$ cat src/rtl/debounce_pkg.sv
// Shared types and default constants for the push-button debouncer.
package debounce_pkg;

  typedef enum logic [1:0] {
    IDLE,
    PRESS_WAIT,
    PRESSED,
    RELEASE_WAIT
  } db_state_t;

  localparam int unsigned DB_CYCLES_DEF     = 1_000_000;
  localparam int unsigned REPEAT_DELAY_DEF  = 50_000_000;
  localparam int unsigned REPEAT_PERIOD_DEF = 10_000_000;

endpackage

$ cat src/rtl/sync_2ff.sv
// Two-flop synchronizer for an asynchronous pin, synchronous active-low reset.
module sync_2ff (
  input  logic clk,
  input  logic reset,
  input  logic d_i,
  output logic q_o
);

  logic s1_q;
  logic s2_q;

  // Shift the raw pin through two flops to settle metastability.
  always_ff @(posedge clk) begin
    if (!reset) begin
      s1_q <= 1'b0;
      s2_q <= 1'b0;
    end else begin
      s1_q <= d_i;
      s2_q <= s1_q;
    end
  end

  assign q_o = s2_q;

endmodule

$ cat src/rtl/button_debouncer.sv
// Push-button debouncer: clean level plus one-cycle press/release pulses.
// Optional auto-repeat of press pulses while held: BUTTON_DEBOUNCER_REPEAT_EN.
//
// state        | meaning
// IDLE         | button accepted as released, level 0
// PRESS_WAIT   | synchronized input high, counting toward acceptance
// PRESSED      | button accepted as pressed, level 1
// RELEASE_WAIT | synchronized input low, counting toward release
module button_debouncer
  import debounce_pkg::*;
#(
  parameter int unsigned DB_CYCLES     = DB_CYCLES_DEF
`ifdef BUTTON_DEBOUNCER_REPEAT_EN
  ,
  parameter int unsigned REPEAT_DELAY  = REPEAT_DELAY_DEF,
  parameter int unsigned REPEAT_PERIOD = REPEAT_PERIOD_DEF
`endif
) (
  input  logic clk,
  input  logic reset,
  input  logic btn_in,
  output logic btn_level,
  output logic btn_press,
  output logic btn_release
);

  localparam int unsigned CW = $clog2(DB_CYCLES + 1);
  localparam logic [CW-1:0] CNT_ONE = CW'(1);
  // cnt holds how many cycles the new level has already been seen; the
  // level is accepted on the cycle that makes that count DB_CYCLES.
  localparam logic [CW-1:0] CNT_LAST = CW'(DB_CYCLES - 1);

`ifdef BUTTON_DEBOUNCER_REPEAT_EN
  localparam int unsigned RW = $clog2(REPEAT_DELAY + 1);
  localparam logic [RW-1:0] RPT_ONE    = RW'(1);
  localparam logic [RW-1:0] RPT_LAST   = RW'(REPEAT_DELAY - 1);
  localparam logic [RW-1:0] RPT_RELOAD = RW'(REPEAT_DELAY - REPEAT_PERIOD);
  logic [RW-1:0] rpt_q;
`endif

  db_state_t     state_q;
  logic [CW-1:0] cnt_q;
  logic          level_q;
  logic          press_q;
  logic          release_q;
  logic          s2;

  sync_2ff u_sync (
    .clk   (clk),
    .reset (reset),
    .d_i   (btn_in),
    .q_o   (s2)
  );

  // Debounce FSM with registered level and pulse outputs.
  always_ff @(posedge clk) begin
    if (!reset) begin
      state_q   <= IDLE;
      cnt_q     <= '0;
      level_q   <= 1'b0;
      press_q   <= 1'b0;
      release_q <= 1'b0;
`ifdef BUTTON_DEBOUNCER_REPEAT_EN
      rpt_q     <= '0;
`endif
    end else begin
      press_q   <= 1'b0;
      release_q <= 1'b0;
      case (state_q)
        IDLE: begin
`ifdef BUTTON_DEBOUNCER_REPEAT_EN
          rpt_q <= '0;
`endif
          if (s2) begin
            state_q <= PRESS_WAIT;
            cnt_q   <= CNT_ONE;
          end
        end
        PRESS_WAIT: begin
`ifdef BUTTON_DEBOUNCER_REPEAT_EN
          rpt_q <= '0;
`endif
          if (!s2) begin
            state_q <= IDLE;
            cnt_q   <= '0;
          end else if (cnt_q == CNT_LAST) begin
            state_q <= PRESSED;
            cnt_q   <= '0;
            level_q <= 1'b1;
            press_q <= 1'b1;
          end else begin
            cnt_q <= cnt_q + CNT_ONE;
          end
        end
        PRESSED: begin
          if (!s2) begin
            state_q <= RELEASE_WAIT;
            cnt_q   <= CNT_ONE;
          end
`ifdef BUTTON_DEBOUNCER_REPEAT_EN
          if (rpt_q == RPT_LAST) begin
            press_q <= 1'b1;
            rpt_q   <= RPT_RELOAD;
          end else begin
            rpt_q <= rpt_q + RPT_ONE;
          end
`endif
        end
        RELEASE_WAIT: begin
          if (s2) begin
            state_q <= PRESSED;
            cnt_q   <= '0;
          end else if (cnt_q == CNT_LAST) begin
            state_q   <= IDLE;
            cnt_q     <= '0;
            level_q   <= 1'b0;
            release_q <= 1'b1;
          end else begin
            cnt_q <= cnt_q + CNT_ONE;
          end
        end
        default: begin
          state_q <= IDLE;
          cnt_q   <= '0;
          level_q <= 1'b0;
        end
      endcase
    end
  end

  assign btn_level   = level_q;
  assign btn_press   = press_q;
  assign btn_release = release_q;

endmodule
$ cat config.mk
export PLATFORM = sky130hd
export DESIGN_NAME = button_debouncer
export DESIGN_NICKNAME = d
export VERILOG_FILES = /design/src/rtl/debounce_pkg.sv /design/src/rtl/sync_2ff.sv /design/src/rtl/button_debouncer.sv
export SDC_FILE = /design/constraint.sdc
export NUM_CORES = 1
export LEC_CHECK = 0
export ABC_AREA = 0
export BUFFER_PORTS_ARGS = -buffer_cell sky130_fd_sc_hd__buf_2
export CAP_MARGIN = 10
export CORE_MARGIN = 1
export CORE_UTILIZATION = 30
export CTS_CLUSTER_SIZE = 12
export DETAILED_ROUTE_END_ITERATION = 8
export PLACE_DENSITY = 0.5
export SLEW_MARGIN = 0
export SYNTH_ARGS = -nofsm -noshare
export SYNTH_HDL_FRONTEND = slang
export SYNTH_HIERARCHICAL = 1
export SYNTH_SLANG_ARGS = --single-unit
$ cat constraint.sdc
create_clock -name clk -period 2.3 [get_ports clk]
set_input_delay 0.345 -clock clk [delete_from_list [all_inputs] [get_ports clk]]
set_output_delay 0.345 -clock clk [all_outputs]
set_load 0.1 [all_outputs]
==> results by group <==
Worst setup path
  • CP Data Required Time: 2500 ps
  • Worst-path maximum fanout: 6
  • Kind of critical path: reg -> reg
  • Crit path DAT: 2040 ps
  • Reg2reg setup slack: 450 ps
  • Worst setup SP type: flip-flop
  • Setup crit end kind: flip-flop

STA
  • Final slew viol count: 0
  • Clock Skews: 5.44 ps
  • Hold Slack: 273 ps
  • Post-route clock period utilization: 80.3%
  • Fmax: ~540 MHz
  • Final hold vios: 0
  • Setup ws final: about 450 ps
  • Final setup violation count: 0
  • Worst-Margin Slew: a little under 500 ps
  • Slew HR: approximately 68%
  • Unrepaired setup endpoints after global routing: false
  • Fin Setup TNS: 0 ps
  • Minimum clock period: 1850 ps

Yosys
  • Synth top area share: between 40 and 50%
  • Yosys warns: 6
  • Synth cell count leaders: 27 x dfxtp_1, 17 x a21oi_1, 16 x nand2_1, 14 x nor2_1, 10 x nand3_1
  • Most numerous cell in the Yosys netlist: dfxtp_1
  • Post-synthesis average cell area: around 8.3 um^2
  • Async S/R FF share, synth: 0%
  • Area leader, netlist: dfxtp_1
  • Number of synthesized flops with an enable pin: 0
  • Post-synthesis cell count: approximately 160
  • Total of flip-flops plus latches after synthesis: 27
  • Synthesized cell area: 1340 um^2
  • Top cells by area, synth: dfxtp_1 40%, a21oi_1 6.4%, nand2_1 4.5%
  • Sequential element share of the synthesized area: 40.4%
  • Top FF cell, synth: dfxtp_1
  • Mapped Nets: about 170
  • Post-synth cell types: 38

Global routing
  • Initial antenna violation count: 0
  • Total track usage: 14.5%
  • Total gr overflow: 0
  • Largest net degree at the start of global routing: 22
  • Number of global-route vias before repair: 1092
  • Global-route wire length before repair: 5120 um

CTS
  • CTS tree: built
  • Clock Latency Late Sink: 270 ps
  • Htree depth: 1
  • Post-CTS Setup Repair Bufs: 0
  • CTS root buf: clkbuf_8
  • PostCTS Resize Cnt: 0
  • Reg clk slew, reported paths: 90 ps
  • Clock Tree Buf Depth: 2
  • Cts bufs inserted: 3
  • Hold_buf cts: 0
  • CTS Sinks: 27

Placed design
  • Pre-CTS setup slack: 489 ps
  • IO buf count: 5
  • DP HPWL: roughly 2200 um
  • Routability Congestion: 0.854

Route
  • Vias per std cell: about 5.4
  • Pre-antenna DRT Iters: 4
  • Vias: approximately 1200
  • Post-route antenna net violation count: 0
  • Total Routed Length: 3050 um
  • Residual DRC count: 0
  • DR iter-0 viols: 78
  • DR WL/cell: 14.0 um

Die
  • CORE AREA: 4140 um^2
  • Die Width: between 60 and 70 um
  • Num ports: 6
  • Rows: 23
  • Die height: 68.8 um
  • Starting Density: 32.3%
  • Die Area: 4730 um^2

Power
  • Peak VDD IR: 238 uV
  • PwrDens: about 540 nW/um^2
  • Lkg Pwr: approximately 0.49 nW

Layout
  • Fill count: 458
  • Layout overhead on the synthesized area: 9.16%
  • Final #Nets: 173
  • Layout cells sized above 1: approximately a tenth
  • Ant diodes: 0

Job
  • Max cap viols: 0

Worst hold path
  • Hold Crit Class: in -> reg

Outcome
  • Status: completed
-- final timing paths --
kind,startpoint,end,cells after the start
worst max-delay path,cnt_q[0],cnt_q[16],6
worst min-delay path,btn_in,u_sync/s1_q,2
worst max register to register,cnt_q[0],cnt_q[16],6
worst min register to register,u_sync/s1_q,u_sync/q_o,1
-- layout by cell type, fill, tap and decap left out, drive strengths merged --
master / n
a21oi: 17
nor3: 4
and2: 2
inv: 8
a31oi: 8
dfxtp: 27
a211oi: 1
o211ai: 2
or4b: 1
ha: 1
or3: 3
and3: 4
nor4b: 1
mux2i: 2
nand4bb: 1
o31ai: 1
nor4bb: 1
xor2: 3
and2b: 1
o2bb2ai: 3
a41oi: 2
o21ai: 9
nand3: 10
clkbuf: 4
buf: 7
nand2: 17
nor2: 15
and4: 4
nand4: 5
nand2b: 3
a22oi: 1
-- flip-flops by register name (all words and copies together), names as in the netlist, named ones only --
register,count
btn_level,1
btn_press,1
btn_release,1
cnt_q,20
state_q,1
u_sync/q_o,1
u_sync/s1_q,1
-- area by class of cell --
cell class	instances	area [um^2]	area share, %
inverter	8	30.0	2.05
timing repair buffer	7	40.0	2.74
sequential	27	541	37.0
tap	50	62.6	4.28
multi-input combinational	122	743	50.9
clock buffer	4	45.0	3.08
-- critical path, cell delays in order (launching register included) --
cell and delay, ps:
dfxtp_1 390, ha_1 230, nand4_1 190, nor2_2 290, nand2_1 150, or3_1 330, a31oi_1 190
-- per-layer routing --
metal / GRT usage, % / part of all wire [%] / vias to the layer above
li1: - / - / 600
met1: 19.1 / 49 / 562
met2: 24.6 / 48 / 16
met3: 1.97 / 2.0 / 4
met4: 4.08 / 0.82 / 0
met5: 0 / 0 / -
-- per-stage QoR --
step,total power [mW],std cells,cell area (um^2),util (%)
after floorplan,0.519,161,1340,-
after global placement,0.533,214,1420,34.2
after detailed placement,0.533,214,1420,34.2
after CTS,0.804,218,1460,35.3
after global routing,0.829,218,1460,35.3
final,0.795,218,1460,35.3
-- where the power goes --
| group | switching [mW] | leakage [nW] | internal (mW) |
|---|---|---|---|
| clock network | 0.148 | 0.0228 | 0.124 |
| registers | 0.00486 | 0.218 | 0.472 |
| logic | 0.0333 | 0.254 | 0.0118 |
-- logic make-up (layout without fill, tap and decap cells) --
kind of cell	Yosys count	count (layout)	synth area share, %
AO/OA/AOI/OAI	44	44	20.5
XOR/XNOR	3	3	2.52
adder cells (fa/ha/maj)	1	1	0.934
buffers and inverters	12	19	4.11
flip-flops	27	27	40.4
multiplexers	2	2	1.50
AND/OR/NAND/NOR	72	72	30.1
Power figures use the tool's default switching activity.
